[src/rtl/bnn_control_if.sv]
// Host and datapath signals of the BNN sequencer.
// master: the sequencer; slave: host plus PE array and memories.
interface bnn_control_if;
  logic        start;
  logic        idle;
  logic [15:0] load;
  logic [3:0]  sum_shift;
  logic        sum_enb;
  logic        beta_enb;
  logic [8:0]  weight_addr_rd;
  logic [6:0]  activation_addr_rd;
  logic [6:0]  activation_addr_wr;
  logic [15:0] activation_enb_wr;
  logic [7:0]  alpha_addr_rd;

  modport master (
    input  start,
    output idle, load, sum_shift, sum_enb, beta_enb,
    output weight_addr_rd, activation_addr_rd,
    output activation_addr_wr, activation_enb_wr,
    output alpha_addr_rd
  );

  modport slave (
    output start,
    input  idle, load, sum_shift, sum_enb, beta_enb,
    input  weight_addr_rd, activation_addr_rd,
    input  activation_addr_wr, activation_enb_wr,
    input  alpha_addr_rd
  );
endinterface

[src/rtl/bnn_control.sv]
// BNN accelerator sequencer: layer/group/word/PE walk, registered outputs.
// BNN_CTRL_ASSERT_EN compiles in simulation assertions.
module bnn_control #(
  parameter int NUM_LAYERS = 2,
  parameter int NUM_WORDS  = 4
) (
  input  logic          clk,
  input  logic          rst,
  bnn_control_if.master bus
);

  typedef enum logic [2:0] {
    S_IDLE, S_BETA, S_LOAD, S_ACC, S_THRESH
  } state_t;

  localparam logic [5:0]  W_LAST = 6'(NUM_WORDS - 1);
  localparam logic [5:0]  L_LAST = 6'(NUM_LAYERS - 1);
  localparam logic [31:0] NW     = 32'(NUM_WORDS);

  state_t      state_q, state_d;
  logic [5:0]  l_q, l_d, g_q, g_d, w_q, w_d;
  logic [3:0]  p_q, p_d;
  logic [31:0] lg;

  logic        idle_q, idle_d;
  logic [15:0] load_q, load_d;
  logic [3:0]  shift_q, shift_d;
  logic        sum_q, sum_d;
  logic        beta_q, beta_d;
  logic [8:0]  wa_q, wa_d;
  logic [6:0]  ard_q, ard_d;
  logic [6:0]  awr_q, awr_d;
  logic [15:0] ewr_q, ewr_d;
  logic [7:0]  al_q, al_d;

  always_comb begin
    state_d = state_q;
    l_d = l_q;
    g_d = g_q;
    w_d = w_q;
    p_d = p_q;
    unique case (state_q)
      S_IDLE: if (bus.start) begin
        state_d = S_BETA;
        l_d = '0;
        g_d = '0;
        w_d = '0;
        p_d = '0;
      end
      S_BETA: state_d = S_LOAD;
      S_LOAD: begin
        p_d = p_q + 4'd1;
        if (p_q == 4'd15) state_d = S_ACC;
      end
      S_ACC: begin
        if (w_q < W_LAST) begin
          w_d = w_q + 6'd1;
          state_d = S_LOAD;
        end else begin
          state_d = S_THRESH;
        end
      end
      S_THRESH: begin
        p_d = p_q + 4'd1;
        if (p_q == 4'd15) begin
          w_d = '0;
          state_d = S_BETA;
          if (g_q < W_LAST) begin
            g_d = g_q + 6'd1;
          end else if (l_q < L_LAST) begin
            g_d = '0;
            l_d = l_q + 6'd1;
          end else begin
            state_d = S_IDLE;
          end
        end
      end
      default: state_d = S_IDLE;
    endcase

    // outputs follow the next state so they register alongside it
    lg = 32'(l_d) * NW + 32'(g_d);
    idle_d  = (state_d == S_IDLE);
    beta_d  = (state_d == S_BETA);
    sum_d   = (state_d == S_ACC);
    load_d  = '0;
    ewr_d   = '0;
    shift_d = '0;
    wa_d    = wa_q;
    ard_d   = ard_q;
    awr_d   = awr_q;
    al_d    = al_q;
    unique case (state_d)
      S_BETA: al_d = 8'(lg << 4);
      S_LOAD: begin
        load_d = 16'd1 << p_d;
        wa_d   = 9'((((lg << 4) + 32'(p_d)) * NW) + 32'(w_d));
        ard_d  = {l_d[0], w_d};
      end
      S_ACC: ard_d = {l_d[0], w_d};
      S_THRESH: begin
        shift_d = p_d;
        ewr_d   = 16'd1 << p_d;
        al_d    = 8'((lg << 4) + 32'(p_d));
        awr_d   = {~l_d[0], g_d};
      end
      default: ;
    endcase
  end

  always_ff @(posedge clk) begin
    if (rst) begin
      state_q <= S_IDLE;
      l_q     <= '0;
      g_q     <= '0;
      w_q     <= '0;
      p_q     <= '0;
      idle_q  <= 1'b1;
      load_q  <= '0;
      shift_q <= '0;
      sum_q   <= 1'b0;
      beta_q  <= 1'b0;
      wa_q    <= '0;
      ard_q   <= '0;
      awr_q   <= '0;
      ewr_q   <= '0;
      al_q    <= '0;
    end else begin
      state_q <= state_d;
      l_q     <= l_d;
      g_q     <= g_d;
      w_q     <= w_d;
      p_q     <= p_d;
      idle_q  <= idle_d;
      load_q  <= load_d;
      shift_q <= shift_d;
      sum_q   <= sum_d;
      beta_q  <= beta_d;
      wa_q    <= wa_d;
      ard_q   <= ard_d;
      awr_q   <= awr_d;
      ewr_q   <= ewr_d;
      al_q    <= al_d;
    end
  end

  assign bus.idle               = idle_q;
  assign bus.load               = load_q;
  assign bus.sum_shift          = shift_q;
  assign bus.sum_enb            = sum_q;
  assign bus.beta_enb           = beta_q;
  assign bus.weight_addr_rd     = wa_q;
  assign bus.activation_addr_rd = ard_q;
  assign bus.activation_addr_wr = awr_q;
  assign bus.activation_enb_wr  = ewr_q;
  assign bus.alpha_addr_rd      = al_q;

`ifdef BNN_CTRL_ASSERT_EN
  logic [31:0] lg_chk, wa_full, al_full;

  always_comb begin
    lg_chk  = 32'(l_q) * NW + 32'(g_q);
    wa_full = (((lg_chk << 4) + 32'(p_q)) * NW) + 32'(w_q);
    al_full = (lg_chk << 4) + 32'(p_q);
  end

  always @(posedge clk) begin
    if (!rst) begin
      assert ($onehot0(load_q)) else $error("load not one-hot");
      assert ($onehot0(ewr_q)) else $error("enb_wr not one-hot");
      assert ($onehot0({|load_q, sum_q, beta_q, |ewr_q}))
        else $error("strobes overlap");
      assert (wa_full < 32'd512) else $error("weight addr range");
      assert (al_full < 32'd256) else $error("alpha addr range");
      assert (w_q < 6'(NUM_WORDS)) else $error("word range");
      assert (idle_q == (state_q == S_IDLE)) else $error("idle mismatch");
    end
  end
`endif

endmodule

[src/flat_wrapper.sv]
// flat-port wrapper written by rule: the top's interface ports become plain ports
module bnn_control_flat 
#(
  parameter int NUM_LAYERS = 2,
  parameter int NUM_WORDS  = 4
)
  (clk, rst, bus_start, bus_idle, bus_load, bus_sum_shift, bus_sum_enb, bus_beta_enb, bus_weight_addr_rd, bus_activation_addr_rd, bus_activation_addr_wr, bus_activation_enb_wr, bus_alpha_addr_rd);
  bnn_control_if bus_i ();
  input  logic clk;
  input  logic rst;
  input wire logic [$bits(bus_i.start)-1:0] bus_start;
  output wire logic [$bits(bus_i.idle)-1:0] bus_idle;
  output wire logic [$bits(bus_i.load)-1:0] bus_load;
  output wire logic [$bits(bus_i.sum_shift)-1:0] bus_sum_shift;
  output wire logic [$bits(bus_i.sum_enb)-1:0] bus_sum_enb;
  output wire logic [$bits(bus_i.beta_enb)-1:0] bus_beta_enb;
  output wire logic [$bits(bus_i.weight_addr_rd)-1:0] bus_weight_addr_rd;
  output wire logic [$bits(bus_i.activation_addr_rd)-1:0] bus_activation_addr_rd;
  output wire logic [$bits(bus_i.activation_addr_wr)-1:0] bus_activation_addr_wr;
  output wire logic [$bits(bus_i.activation_enb_wr)-1:0] bus_activation_enb_wr;
  output wire logic [$bits(bus_i.alpha_addr_rd)-1:0] bus_alpha_addr_rd;
  assign bus_i.start = bus_start;
  assign bus_idle = bus_i.idle;
  assign bus_load = bus_i.load;
  assign bus_sum_shift = bus_i.sum_shift;
  assign bus_sum_enb = bus_i.sum_enb;
  assign bus_beta_enb = bus_i.beta_enb;
  assign bus_weight_addr_rd = bus_i.weight_addr_rd;
  assign bus_activation_addr_rd = bus_i.activation_addr_rd;
  assign bus_activation_addr_wr = bus_i.activation_addr_wr;
  assign bus_activation_enb_wr = bus_i.activation_enb_wr;
  assign bus_alpha_addr_rd = bus_i.alpha_addr_rd;
  bnn_control #(.NUM_LAYERS(NUM_LAYERS), .NUM_WORDS(NUM_WORDS)) u_core (.clk(clk), .rst(rst), .bus(bus_i));
endmodule
[config.mk]
export PLATFORM = sky130hd
export DESIGN_NAME = bnn_control_flat
export DESIGN_NICKNAME = d
export VERILOG_FILES = /design/src/rtl/bnn_control_if.sv /design/src/rtl/bnn_control.sv /design/src/flat_wrapper.sv
export SDC_FILE = /design/constraint.sdc
export NUM_CORES = 1
export LEC_CHECK = 0
export BUFFER_PORTS_ARGS = -buffer_cell sky130_fd_sc_hd__buf_4
export CAP_MARGIN = 10
export CORE_AREA = 5 5 97 99
export DETAILED_ROUTE_END_ITERATION = 10
export DIE_AREA = 0 0 102 104
export GPL_ROUTABILITY_DRIVEN = 0
export PLACE_DENSITY = 0.66
export REMOVE_ABC_BUFFERS = 1
export SYNTH_ARGS = -nofsm -noshare
export SYNTH_HDL_FRONTEND = slang
export SYNTH_SLANG_ARGS = --single-unit
[constraint.sdc]
create_clock -name clk -period 7.9 [get_ports clk]
set_input_delay 0.395 -clock clk [delete_from_list [all_inputs] [get_ports clk]]
set_output_delay 0.395 -clock clk [all_outputs]
set_load 0.02 [all_outputs]
==> reports/qor.yml <==
sta:
  setup_ws_ps: 4180
  period_share_pct: 47.0
  final_hold_viol_count: 0
  fin_hold_ws_ps: 463
  setup_tns_ps: 0
  worstMarginPinSlew_ps: 762
  rsz0062_at_grt: "false"
  slew_headroom_pct: 49.1
  post-route-min-period_ps: 3720
  skew_ps: 8.49
  drv_slew: 0
  setup_viol: 0
  fmaxAchievable_mhz: 269
floorplanning:
  die_area_mm2: 0.0106
  dieWidth_um: 102
  rows: 34
  start_util_pct: 43.4
  fp.dieH_um: 104
  io_pins: 73
  core-area_mm2: 0.00847
setup_path:
  crit_path_end_kind: "flop"
  crit_path_start_kind: "flop"
  r2r_slack_ps: 4180
  r2r-end: "u_core.bus.weight_addr_rd[8]"
  path_max_fanout: 24
  path_class: "reg -> reg"
  rr_worst_depth: 14
  critPathArrivalTime_ps: 4000
  rr_startpoint: "u_core.state_q[2]"
  cp.required_ps: 8180
drt:
  dr.pass1.iters: 4
  remaining_drc_errors: 0
  drt-initial-drc-count: 172
  wirelength_mm: 8.82
  via_per_inst: 5.19
  ant_nets: 0
  route.detailed.wl_per_inst_um: 15.3
  vias: 2988
power_and_ir_drop:
  p_leak_nw: 1.89
  p_int_mw: 0.659
  vdd_drop_max_v: 0.0000982
  clkPwrFrac_pct: 36.9
  p_seq_share_pct: 55.6
  swShare_pct: 25.7
  power_density_mw_per_mm2: 198
  p_comb_share_pct: 7.4
  p_switching_mw: 0.228
global_route:
  grt_pass1_vias: 2882
  grt_max_degree: 61
  antenna_found_initial: 0
  grt_pass1_wl_mm: 14.3
  grt-ovfl-total: 0
  grt_use_total_pct: 17.0
job:
  maxCapViolCount: 0
clock_tree:
  clock-sinks: 95
  holdBufCountCts: 0
  post_cts_resized: 0
  cts_tree: "yes"
  cts_max_level: 3
  clock_latency_ps: 360
  cts_setup_buffers: 0
  clockRootBuffer: "clkbuf_8"
  cts.reportedPaths.clkPinSlew_ps: 100
  cts_buffer_depth: 2
  tritoncts.num_buffers: 9
placement:
  portBuffers: 72
  dp_hpwl_mm: 6.43
  place_ws_ps: 4240
synthesis:
  yosysWarnings: 0
  yosysTopAreaCell: "dfxtp_1"
  synthDistinctLibCells: 57
  async_flop_share_pct: 0
  ys_seq_area_share_pct: 51.8
  synthCells: 397
  syn_avg_cell_area_um2: 9.25
  syn_area_mm2: 0.00367
  synth_top_area_share_pct: 51.8
  synthTopCellsByArea: "dfxtp_1 52%, nor2_1 7.7%, ha_1 3.4%"
  ys_ff_latch: 95
  synth-main-ff-cell: "dfxtp_1"
  synth_edf_count: 0
final_layout:
  finalNetCount: 477
  fill_cells: 797
  seqCellArea_mm2: 0.00190
  final_layout_size_suffix_gt1_share_pct: 22.9
  fin_util_pct: 52.9
  antenna_cells: 0
  multiInputGateArea_mm2: 0.00162
  area_growth_pct: 22.0
hold_path:
  holdCritPathClass: "reg -> reg"
  hp-start: "u_core.bus.activation_addr_wr[2]"
  whs_endpoint: "u_core.bus.activation_addr_wr[2]"
  hold_path_depth: 2
run_status:
  outcome: "complete, no violations"
[metal layers]
layer / GRT usage, % / share of wire [%]
met5: 0 / 0
met4: 7.12 / 2.2
met3: 3.09 / 6.7
met2: 27.1 / 45
met1: 22.2 / 46
[layout make-up]
class	instances	area share, %
repair buffers	75	12.6
clock buffers	9	2.77
well taps	108	3.02
clock inverters	7	1.87
inverters	15	1.26
multi-input cells	267	36.1
flip-flops and latches	95	42.5
[critical path, stage by stage (launching register included)]
cell and delay, ps:
dfxtp_1 830, nor3b_1 260, a21oi_1 50, or2_2 280, and3_1 260, inv_1 190
ha_1 210, inv_1 60, fa_1 410, nor2b_1 130, o21ai_0 70, or2b_2 160
inv_1 60, or4_4 420, a311oi_2 250
[power groups by stage]
stage	Combinational (mW)	Clock [mW]	Sequential, mW
after global routing	0.0723	0.353	0.495
after CTS	0.0663	0.333	0.494
after floorplan	0.0303	0	0.512
after detailed placement	0.0662	0	0.505
after global placement	0.0652	0	0.505
final	0.0659	0.328	0.494
[through the flow]
stage	total power [mW]	std cells	instance area, um2
after global placement	0.570	560	4270
after CTS	0.893	576	4480
after global routing	0.920	576	4480
final	0.887	576	4480
after detailed placement	0.571	560	4270
after floorplan	0.543	377	3570
[Yosys cell counts (3+ instances only)]
cell type,number
o21ai_0,9
xnor2_1,5
nand2_1,31
nand2b_1,5
o21a_1,3
dfxtp_1,95
inv_1,15
mux2i_1,5
nor2_1,75
a21o_1,3
and3_1,4
nand3_1,8
nor3_1,15
ha_1,10
buf_2,3
a21oi_1,15
clkbuf_1,14
and2_1,3
a211oi_1,13
a22oi_1,3
nor3b_1,7
nor2b_1,9
[logic make-up after synthesis]
kind of cell,synth area share (%)
multiplexers,1.36
adder cells (fa/ha/maj),3.95
flip-flops,51.8
AO/OA/AOI/OAI,14.4
XOR/XNOR,1.19
AND/OR/NAND/NOR,22.9
buffers and inverters,4.36
[placed cells by master (no fill, tap or decap), types with 3 or more instances in the layout]
| cell type | netlist | final |
|---|---|---|
| and2_1 | 3 | 3 |
| buf_4 | 0 | 75 |
| nand2b_1 | 5 | 5 |
| inv_1 | 15 | 15 |
| a21oi_1 | 15 | 15 |
| a22oi_1 | 3 | 3 |
| a21o_1 | 3 | 3 |
| nor3_1 | 15 | 15 |
| a211oi_1 | 13 | 13 |
| ha_1 | 10 | 10 |
| nor3b_1 | 7 | 7 |
| dfxtp_1 | 95 | 95 |
| nor2b_1 | 9 | 9 |
| o21a_1 | 3 | 3 |
| clkbuf_8 | 1 | 9 |
| mux2i_1 | 5 | 5 |
| xnor2_1 | 5 | 5 |
| o21ai_0 | 9 | 9 |
| nor2_1 | 75 | 75 |
| nand2_1 | 31 | 31 |
| and3_1 | 4 | 4 |
| nand3_1 | 8 | 8 |
[flip-flops by register name, indices dropped and copies added (netlist names), 6 cells and up]
signal / count
u_core.bus.alpha_addr_rd: 8
u_core.bus.load: 16
u_core.bus.weight_addr_rd: 9
u_core.bus.activation_enb_wr: 16
u_core.bus.activation_addr_rd: 7
u_core.g_q: 6
u_core.w_q: 6
u_core.l_q: 6
u_core.bus.activation_addr_wr: 7
[worst max-delay path by stage]
stage                           start                           end  slack [ps]
finish              u_core.state_q[2]  u_core.bus.weight_addr_rd[8]        4180
global route        u_core.state_q[2]  u_core.bus.weight_addr_rd[8]        3910
CTS                 u_core.state_q[2]  u_core.bus.weight_addr_rd[8]        4210
detailed placement  u_core.state_q[2]  u_core.bus.weight_addr_rd[8]        4240
global placement    u_core.state_q[2]  u_core.bus.weight_addr_rd[8]        4430
floorplan           u_core.state_q[2]  u_core.bus.weight_addr_rd[8]        4600
(Power assumes the default switching activity.)
